### src/rtl/hp_fifo_ctrl.sv
// Host-to-parasite buffered data register: DEPTH-entry circular store with
// fill/drain sequencing, side flags, parasite NMI request and sticky errors.
module hp_fifo_ctrl #(
    parameter int DEPTH = 2,
    parameter int PTR_W = $clog2(DEPTH)
) (
    input  logic             h_phi2,
    input  logic             h_rst_b,
    input  logic             h_selectData,
    input  logic             h_we_b,
    input  logic [7:0]       h_data,
    input  logic             p_selectData,
    input  logic             p_rdnw,
    input  logic             mode_two,
    input  logic             nmi_en,
    input  logic             flush,
    input  logic             err_clr,
    output logic [7:0]       p_data,
    output logic             p_data_available,
    output logic             h_full,
    output logic             p_nmi,
    output logic             overrun,
    output logic             underrun,
    output logic [PTR_W:0]   count
);

    localparam logic [1:0] ST_IDLE  = 2'd0;
    localparam logic [1:0] ST_FILL  = 2'd1;
    localparam logic [1:0] ST_READY = 2'd2;
    localparam logic [1:0] ST_DRAIN = 2'd3;

    localparam logic [PTR_W-1:0] PTR_ZERO = PTR_W'(0);
    localparam logic [PTR_W-1:0] PTR_ONE  = PTR_W'(1);
    localparam logic [PTR_W:0]   CNT_ZERO = (PTR_W + 1)'(0);
    localparam logic [PTR_W:0]   CNT_ONE  = (PTR_W + 1)'(1);
    localparam logic [PTR_W:0]   CNT_FULL = (PTR_W + 1)'(DEPTH);

    logic [1:0]       state_q,    state_d;
    logic [PTR_W-1:0] wr_ptr_q,   wr_ptr_d;
    logic [PTR_W-1:0] rd_ptr_q,   rd_ptr_d;
    logic [PTR_W:0]   count_q,    count_d;
    logic [PTR_W:0]   active_n_q, active_n_d;
    logic             overrun_q,  overrun_d;
    logic             underrun_q, underrun_d;
    logic             h_full_q;
    logic             p_avail_q;
    logic             p_nmi_q;
    logic [7:0]       mem_q [DEPTH];

    logic             hw_s;
    logic             pr_s;
    logic             mem_we_s;
    logic             ovr_set_s;
    logic             und_set_s;
    logic             ready_d_s;
    logic [PTR_W:0]   act_s;

    assign hw_s = h_selectData & ~h_we_b;
    assign pr_s = p_selectData & p_rdnw;

    // Next-state logic: transfer sequencing, pointer/count update, error events
    always_comb begin
        state_d    = state_q;
        wr_ptr_d   = wr_ptr_q;
        rd_ptr_d   = rd_ptr_q;
        count_d    = count_q;
        mem_we_s   = 1'b0;
        ovr_set_s  = 1'b0;
        und_set_s  = 1'b0;
        // Transfer size follows mode_two only while idle; frozen for the rest of a transfer
        if (state_q == ST_IDLE) begin
            act_s = mode_two ? CNT_FULL : CNT_ONE;
        end else begin
            act_s = active_n_q;
        end
        active_n_d = act_s;

        if (flush) begin
            state_d  = ST_IDLE;
            wr_ptr_d = PTR_ZERO;
            rd_ptr_d = PTR_ZERO;
            count_d  = CNT_ZERO;
        end else begin
            case (state_q)
                ST_IDLE, ST_FILL: begin
                    if (hw_s) begin
                        mem_we_s = 1'b1;
                        wr_ptr_d = wr_ptr_q + PTR_ONE;
                        count_d  = count_q + CNT_ONE;
                        state_d  = ((count_q + CNT_ONE) == act_s) ? ST_READY : ST_FILL;
                    end else begin
                        state_d = state_q;
                    end
                    if (pr_s) begin
                        und_set_s = 1'b1;
                    end else begin
                        und_set_s = 1'b0;
                    end
                end
                ST_READY, ST_DRAIN: begin
                    if (hw_s) begin
                        ovr_set_s = 1'b1;
                    end else begin
                        ovr_set_s = 1'b0;
                    end
                    if (pr_s) begin
                        rd_ptr_d = rd_ptr_q + PTR_ONE;
                        count_d  = count_q - CNT_ONE;
                        state_d  = (count_q == CNT_ONE) ? ST_IDLE : ST_DRAIN;
                    end else begin
                        state_d = state_q;
                    end
                end
                default: begin
                    state_d = ST_IDLE;
                end
            endcase
        end

        // A same-cycle error event takes priority over err_clr
        overrun_d  = (overrun_q  & ~err_clr) | ovr_set_s;
        underrun_d = (underrun_q & ~err_clr) | und_set_s;
        ready_d_s  = (state_d == ST_READY) || (state_d == ST_DRAIN);
    end

    // Control state, pointers, counters, sticky errors and registered flags
    always_ff @(negedge h_phi2 or negedge h_rst_b) begin
        if (!h_rst_b) begin
            state_q    <= ST_IDLE;
            wr_ptr_q   <= PTR_ZERO;
            rd_ptr_q   <= PTR_ZERO;
            count_q    <= CNT_ZERO;
            active_n_q <= CNT_ONE;
            overrun_q  <= 1'b0;
            underrun_q <= 1'b0;
            h_full_q   <= 1'b0;
            p_avail_q  <= 1'b0;
            p_nmi_q    <= 1'b0;
        end else begin
            state_q    <= state_d;
            wr_ptr_q   <= wr_ptr_d;
            rd_ptr_q   <= rd_ptr_d;
            count_q    <= count_d;
            active_n_q <= active_n_d;
            overrun_q  <= overrun_d;
            underrun_q <= underrun_d;
            h_full_q   <= ready_d_s;
            p_avail_q  <= ready_d_s;
            p_nmi_q    <= nmi_en & ready_d_s;
        end
    end

    // Buffer storage; survives flush so the parasite sees stale data at rd_ptr
    always_ff @(negedge h_phi2 or negedge h_rst_b) begin
        if (!h_rst_b) begin
            for (int i = 0; i < DEPTH; i++) begin
                mem_q[i] <= 8'h00;
            end
        end else if (mem_we_s) begin
            mem_q[wr_ptr_q] <= h_data;
        end else begin
            mem_q <= mem_q;
        end
    end

    assign p_data           = mem_q[rd_ptr_q];
    assign p_data_available = p_avail_q;
    assign h_full           = h_full_q;
    assign p_nmi            = p_nmi_q;
    assign overrun          = overrun_q;
    assign underrun         = underrun_q;
    assign count            = count_q;

endmodule

### config.mk
export PLATFORM = sky130hd
export DESIGN_NAME = hp_fifo_ctrl
export DESIGN_NICKNAME = d
export VERILOG_FILES = /design/src/rtl/hp_fifo_ctrl.sv
export SDC_FILE = /design/constraint.sdc
export NUM_CORES = 1
export LEC_CHECK = 0
export CORE_MARGIN = 5
export CORE_UTILIZATION = 45
export CTS_CLUSTER_SIZE = 30
export DETAILED_ROUTE_END_ITERATION = 10
export GPL_ROUTABILITY_DRIVEN = 0
export GPL_TIMING_DRIVEN = 0
export PLACE_DENSITY = 0.71
export SYNTH_ARGS = -nofsm -noshare
export SYNTH_HDL_FRONTEND = slang
export SYNTH_SLANG_ARGS = --single-unit
### constraint.sdc
create_clock -name h_phi2 -period 4.1 [get_ports h_phi2]
set_input_delay 0.41 -clock h_phi2 [delete_from_list [all_inputs] [get_ports h_phi2]]
set_output_delay 0.41 -clock h_phi2 [all_outputs]
set_load 0.1 [all_outputs]
# Yosys cells after proc, flatten, opt, wreduce, memory -nomap -nowiden

Cells that the tools add are included.

Flip-flop bits (word level): 28
Logic and storage cells: 82

Add/subtract/negate cells: 4
Magnitude comparators: 3
Equality and inequality tests: 9
Mux-type cells: 32
Bitwise operators: 11
Reduce and logical (&&, ||, !) cells: 12

Operators with widths:

| operator                                                  | number |
|---|---|
| two-way mux 8 bit                                         | 4 |
| two-way mux 2 bit                                         | 10 |
| bitwise mux 16 bit                                        | 1 |
| two-way mux 1 bit                                         | 14 |
| demux 8 bit (select 1 bit)                                | 1 |
| equality test 2 bit (second input constant)               | 4 |
| one-hot mux 2 bit (2 select lines)                        | 2 |
| nonzero test 2 bit                                        | 4 |
| != test 3 bit (second input constant)                     | 2 |
| AND reduction 2 bit                                       | 3 |
| AND 1 bit                                                 | 5 |
| equality test 2 x 1 -> 1 bit (second input constant)      | 2 |
| greater-or-equal comparator 2 bit (second input constant) | 2 |
| NOT 1 -> 2 bit                                            | 2 |
| OR reduction 2 bit                                        | 2 |
| adder 1 bit (second input constant)                       | 2 |
| adder 2 x 1 -> 2 bit (second input constant)              | 1 |
| equality test 2 bit                                       | 1 |
| logical NOT 2 bit                                         | 1 |
| < comparator 2 x 1 -> 1 bit (second input constant)       | 1 |
| NOT 1 bit                                                 | 2 |
| bitwise OR 1 bit                                          | 2 |
| subtractor 2 x 1 -> 2 bit (second input constant)         | 1 |
| logical AND 1 bit                                         | 1 |
| logical OR 1 bit                                          | 1 |

# Longest topological paths before layout

Gate-level depths: netlist of the first run.

Word-level depth: 10
Mapped depth: 6

==> results of run 1 <==
how the worst min path moves through the flow:
| stage | start | endpoint | slack (ns) | depth (start not counted) |
|---|---|---|---|---|
| 6_report | mem_q[14]$_DFFE_NN0P_ | mem_q[14]$_DFFE_NN0P_ | 0.45 | 1 |
| 5_1_grt | mem_q[9]$_DFFE_NN0P_ | mem_q[9]$_DFFE_NN0P_ | 0.48 | 1 |
| 4_1_cts | mem_q[9]$_DFFE_NN0P_ | mem_q[9]$_DFFE_NN0P_ | 0.46 | 1 |
| 3_5_place_dp | mem_q[9]$_DFFE_NN0P_ | mem_q[9]$_DFFE_NN0P_ | 0.45 | 1 |
| 3_3_place_gp | mem_q[5]$_DFFE_NN0P_ | mem_q[5]$_DFFE_NN0P_ | 0.44 | 1 |
| 2_1_floorplan | mem_q[0]$_DFFE_NN0P_ | mem_q[0]$_DFFE_NN0P_ | 0.43 | 1 |
state kept, by name (all words and copies together), names as in the netlist:
signal	cells
p_nmi	1
state_q	2
wr_ptr_q	1
mem_q	16
p_data_available	1
count	2
overrun	1
underrun	1
rd_ptr_q	1
active_n_q	2
power by group:
| group | switching, mW | internal (mW) |
|---|---|---|
| clock network | 0.0810 | 0.0370 |
| logic | 0.270 | 0.109 |
| registers | 0.0296 | 0.341 |
| total | 0.381 | 0.486 |
per-stage QoR:
step	TNS [ns]	cell area, sq um
after floorplan	0	1290
after global placement	-7.00	1650
after detailed placement	-7.00	1650
after CTS	-0.0914	1660
after global routing	0	1640
final	0	1640
cells in the final DEF (no fill, tap or decap), types with 2 or more instances in the layout:
master           instances
xnor2_1                  2
buf_6                    2
xor2_1                   3
a21oi_1                  4
clkdlybuf4s50_1         16
inv_1                    4
clkbuf_4                 3
clkbuf_2                 4
nor2_1                   4
buf_2                    8
nand3_1                  3
mux2_2                  24
nand2b_1                 2
nand2_1                  4
o21ai_0                  3
dfrtn_1                 27
clkdlybuf4s15_2          2
layout make-up:
class	instances	area (sq um)
Buffer	4	33.8
Inverter	3	11.3
Fill cell	249	1120
Timing Repair Buffer	33	282
Multi-Input combinational cell	63	539
Clock buffer	3	22.5
Clock inverter	2	7.51
Tap cell	31	38.8
Sequential cell	28	702
timing repair:
item	CTS	global route
endpoints found under the setup margin	15	5
hold endpoints to repair	0	0
buffers inserted	1	0
resized for setup	50	8
cells by family after synthesis:
| group | after synthesis | share of synthesized area, % |
|---|---|---|
| flops | 28 | 54.3 |
| compound gates | 12 | 6.38 |
| xor+xnor | 5 | 3.39 |
| mux | 25 | 21.7 |
| fa+ha+maj | 1 | 0.967 |
| buf+inv | 9 | 4.06 |
| simple gates | 20 | 9.28 |
per-layer routing:
metal / up-vias / share of wire, %
met5: - / 0
met4: 0 / 2.1
met3: 5 / 2.7
met2: 14 / 55
met1: 434 / 40
li1: 424 / -
==> key figures, run 1 <==
Detailed routing
  • Vias: between 800 and 900
  • Drc violations: 0
  • Vias per inst: between 5 and 6
  • DR WL/cell: ~15 um
  • Total wire length: ~2.5 mm
  • First-pass DRT Iterations: 3
  • Final antenna-violating net count: 0
  • Initial DRC count: 14

Layout
  • Layout cell share with drive strength beyond 1: about 38%
  • Post-route insts no fill: around 170
  • Layout Area Growth over Synthesis: 26.5%
  • Finished Core Util: 59.3%
  • # nets final: between 150 and 200
  • Ant diodes: 0

STA
  • Hold_ws: 0.455 ns
  • Pins over their slew limit: 0
  • Worst-margin pin slew: ~0.95 ns
  • Unrepaired setup endpoints after global routing: false
  • Clock Skew: approximately 0.067 ns
  • Final setup vio count: 0
  • Worst Slack Setup Final: between 0.06 and 0.07 ns
  • Final Hold Viols: 0
  • Slew HR: 36.9%

Synth
  • Largest cells by area after synthesis: dfrtn_1, mux2_2, dfstp_2
  • Yosys top cell area share: ~52%
  • Sequential share of the synthesized area: 54.3%
  • Gate Count Post-Synth: 100
  • Number of synthesized flops with an enable pin: 0
  • Post-synth top cells: dfrtn_1, mux2_2
  • Netlist Area Pre-Place: between 1000 and 1500 sq um
  • Synth Flop Type: dfrtn_1
  • Synth cell types: 29
  • Top-count cell post-synth: dfrtn_1
  • Share of async-settable or async-resettable flops after synthesis: between 90% and 100%
  • Yosys top cell by area: dfrtn_1
  • Syn avg cell area: ~13 sq um
  • Syn_nets: 119
  • Yosys reg bits: 28
  • Yosys warnings: 0

Place
  • Dpl hpwl: approximately 1.9 mm
  • Cell count after placement: ~160
  • Dpl ws: -0.584 ns
  • IO Port Bufs: 32

Worst setup path
  • Worst setup SP type: register
  • Crit Path Max Fanout: 2
  • Levels on crit path: 1
  • Setup crit end: overrun
  • R2r endpoint: mem_q[11]$_DFFE_NN0P_
  • CP max stage delay: 0.83 ns
  • Worst path top cell family by delay: buffers and inverters
  • Buffers plus inverters on the worst setup path: 1
  • Slowest cell on crit path: clkdlybuf4s15_1
  • CP endpoint kind: output port
  • CP Data Arrival Time: roughly 3.6 ns
  • Required time of the critical path: about 3.7 ns
  • Kind of critical path: reg2out
  • Critical Path Start: overrun$_DFF_NN0_
  • CP cell instances: clkdlybuf4s15_1
  • R2R depth: 5
  • Reg2reg start: state_q[1]$_DFF_NN0_
  • R2R setup slack: 2.22 ns

Floorplan
  • Core area: approximately 2800 sq um
  • I/O pins: 33
  • Die extent in y: 63.6 um
  • Die X-Extent: 63.6 um
  • Die area: between 4000 and 5000 sq um
  • Starting Density: a little under half
  • Num rows: 19

Pwr
  • Leakage power: roughly 0.73 nW
  • PD cells: between 500 and 600 nW/um^2
  • Max VDD drop: 438 uV
  • Overall power: 0.867 mW

Clock tree
  • TritonCTS clock tree: yes
  • Clk slew on worst S/H paths: 0.09 ns
  • Clk root buf: clkbuf_4
  • Clock buffer depth: 2
  • CTS hold repair buffers: 0
  • CTS sink count: 28
  • Total CTS buffers: 3
  • Worst-Skew Late Latency: ~0.38 ns
  • H-tree depth: 1

Flow run
  • Max cap viols: 0

Global route
  • Grt met3 use: about 2.7%
  • First-pass GRT wire length: about 4.5 mm
  • Met2 usage: ~25%
  • Met1 Use GR: 15.7%
  • Initial antenna violation count: 0
  • Pin count of the biggest net entering global routing: 29
  • Vias in the first global route: between 900 and 1000
  • GRT overflow: 0
  • Busiest grt layer: met2
  • GRT Util Overall: 13.9%

Outcome
  • Outcome: completed

Hold path
  • Worst min path class: reg2reg
Note: power is estimated with default switching activity, not from simulation.
==> run 2: changes to the inputs <==
- CAP_MARGIN: not set -> 20
==> key figures, run 2 (synthesized netlist as in run 1, its figures left out) <==
Outcome
  • Outcome: completed

Worst setup path
  • Buffers plus inverters on the worst setup path: 1 (unchanged)
  • Worst setup SP type: register
  • Required time of the critical path: 3.69 ns (about the same)
  • CP endpoint kind: output port
  • CP cell instances: clkdlybuf4s15_1
  • CP max stage delay: 0.83 ns (about the same)
  • Slowest cell on crit path: clkdlybuf4s15_1
  • Kind of critical path: reg2out
  • Crit Path Max Fanout: 2 (unchanged)
  • Worst path top cell family by delay: buffers and inverters
  • CP Data Arrival Time: 3.63 ns (about the same)

Pwr
  • Max VDD drop: 437 uV (-0.31%)
  • PD cells: 520 nW/um^2 (-1.9%)
  • Comb pwr share: 44.0% (+0.3 points)
  • Int Pwr: 0.490 mW (+0.81%)
  • Overall power: 0.873 mW (+0.64%)
  • Leakage power: 0.742 nW (+1.7%)
  • Net Sw Power: 0.382 mW (+0.42%)
  • Clock Power Share: 13.5% (about the same)
  • Power share of the sequential group: 42.5% (-0.2 points)
  • Switching share of power: 43.8% (-0.093 points)

Clock tree
  • TritonCTS clock tree: yes
  • Total CTS buffers: 3 (unchanged)
  • Clk slew on worst S/H paths: 0.10 ns (about the same)
  • H-tree depth: 1 (unchanged)
  • Clk root buf: clkbuf_4
  • Clock buffer depth: 2 (unchanged)
  • Worst-Skew Late Latency: 0.37 ns (about the same)
  • CTS sink count: 28 (unchanged)

Layout
  • Fill count: 238 (-4.4%)
  • Most frequent cells in the layout: dfrtn_1, mux2_2, clkdlybuf4s50_1, buf_2
  • Biggest register: mem_q
  • Ant diodes: 0 (unchanged)
  • Finished Core Util: 60.9% (+1.5 points)
  • Most common cell after layout, fill and taps aside: dfrtn_1
  • Max FFs per register: 16 (unchanged)
  • # nets final: 157 (+0.64%)
  • Finished Cell Area: 1680 sq um (+2.6%)
  • Layout cell share with drive strength beyond 1: 35.8% (-1.7 points)
  • Layout Area Growth over Synthesis: 29.8%

Place
  • Area post-placement: 1680 sq um (+1.7%)
  • Dpl hpwl: 1.96 mm (+3.0%)
  • IO Port Bufs: 32 (unchanged)
  • Dpl ws: -0.589 ns (-0.00508 ns)

Detailed routing
  • Total wire length: 2.57 mm (+3.0%)
  • Final antenna-violating net count: 0 (unchanged)
  • Initial DRC count: 15 (+1)
  • First-pass DRT Iterations: 3 (unchanged)
  • Vias per inst: 5.26 (+0.20%)
  • Drc violations: 0 (unchanged)
  • Vias: 884 (+0.80%)
  • DR WL/cell: 15.3 um (+2.4%)

STA
  • Slew HR: 36.8% (-0.051 points)
  • Final Hold Viols: 0 (unchanged)
  • Pins over their slew limit: 0 (unchanged)
  • Hold_ws: 0.452 ns (-0.00314 ns)
  • Clock Skew: 0.0646 ns (-0.00236 ns)
  • Worst-margin pin slew: 0.951 ns (+0.000769 ns)
  • Unrepaired setup endpoints after global routing: false
  • Worst Slack Setup Final: 0.0615 ns (-0.00235 ns)
  • Final setup vio count: 0 (unchanged)

Floorplan
  • Die extent in y: 63.6 um (unchanged)
  • Die X-Extent: 63.6 um (unchanged)
  • I/O pins: 33 (unchanged)
  • Starting Density: 46.9% (unchanged)
  • Die area: 4050 sq um (unchanged)
  • Num rows: 19 (unchanged)
  • Core area: 2760 sq um (unchanged)

Hold path
  • Worst min path class: reg2reg

Global route
  • Pin count of the biggest net entering global routing: 18 (-38%)
  • GRT Util Overall: 14.0% (+0.15 points)
  • Vias in the first global route: 968 (-0.51%)
  • Initial antenna violation count: 0 (unchanged)
  • First-pass GRT wire length: 4.55 mm (+2.0%)
  • GRT overflow: 0 (unchanged)

Flow run
  • Max cap viols: 0 (unchanged)
## run 2: cell types whose count changed in the layout (fill, tap and decap cells not counted), sizes merged
cell,delta
clkbuf,-3
clkdlybuf4s15,+2
buf,+1
clkdlybuf4s50,+1
## run 2: what timing repair did
item | 4_1_cts | 5_1_grt
endpoints found under the setup margin | 15 | 5
hold buffers | 0 | 0
setup buffers | 1 | 0
gates resized for setup | 50 | 6
## run 2: path summary, 6_finish.rpt
check / startpoint / to / slack (ns) / cells after the start
min in group asynchronous: h_rst_b / mem_q[12]$_DFFE_NN0P_ / 2.42 / 1
min reg2reg: mem_q[3]$_DFFE_NN0P_ / mem_q[3]$_DFFE_NN0P_ / 0.45 / 1
max in group asynchronous: h_rst_b / mem_q[9]$_DFFE_NN0P_ / 1.15 / 2
min: mem_q[3]$_DFFE_NN0P_ / mem_q[3]$_DFFE_NN0P_ / 0.45 / 1
max reg2reg: state_q[1]$_DFF_NN0_ / mem_q[11]$_DFFE_NN0P_ / 2.21 / 5
max: underrun$_DFF_NN0_ / underrun / 0.06 / 1
## run 2: per-layer routing
layer	vias to the layer above	wire, um	global-route usage, %
li1	427	-	-
met1	440	1030	16.7
met2	15	1420	24.1
met3	2	94	3.55
met4	0	18	4.94
met5	-	0	0
## run 2: area by class of cell
| class | instances | area [sq um] | share of cell area (%) |
|---|---|---|---|
| plain buffers | 4 | 33.8 | 2.01 |
| repair buffers | 34 | 324 | 19.3 |
| clock inverters | 2 | 7.51 | 0.447 |
| inverters | 3 | 11.3 | 0.671 |
| multi-input cells | 63 | 539 | 32.1 |
| flip-flops and latches | 28 | 702 | 41.8 |
| clock buffers | 3 | 22.5 | 1.34 |
| well taps | 31 | 38.8 | 2.31 |
## run 2: power groups by stage
stage,registers (mW),logic [mW],clock network [mW]
final,0.371,0.384,0.118
after global routing,0.379,0.405,0.134
after CTS,0.371,0.390,0.123
after detailed placement,0.377,0.411,0.00305
after global placement,0.370,0.402,0.00305
after floorplan,0.398,0.287,0.00305
## run 2: per-stage QoR
step           setup TNS [ns]  std cells
2_1_floorplan               0        100
3_3_place_gp            -7.00        163
3_5_place_dp            -7.02        164
4_1_cts               -0.0753        168
5_1_grt                     0        168
6_report                    0        168
==> run 3: changes to the inputs <==
- ABC_CLOCK_PERIOD_IN_PS: not set -> 4100
==> results of run 3 <==
The final DEF is identical to that of run 2; final timing and power are the same.
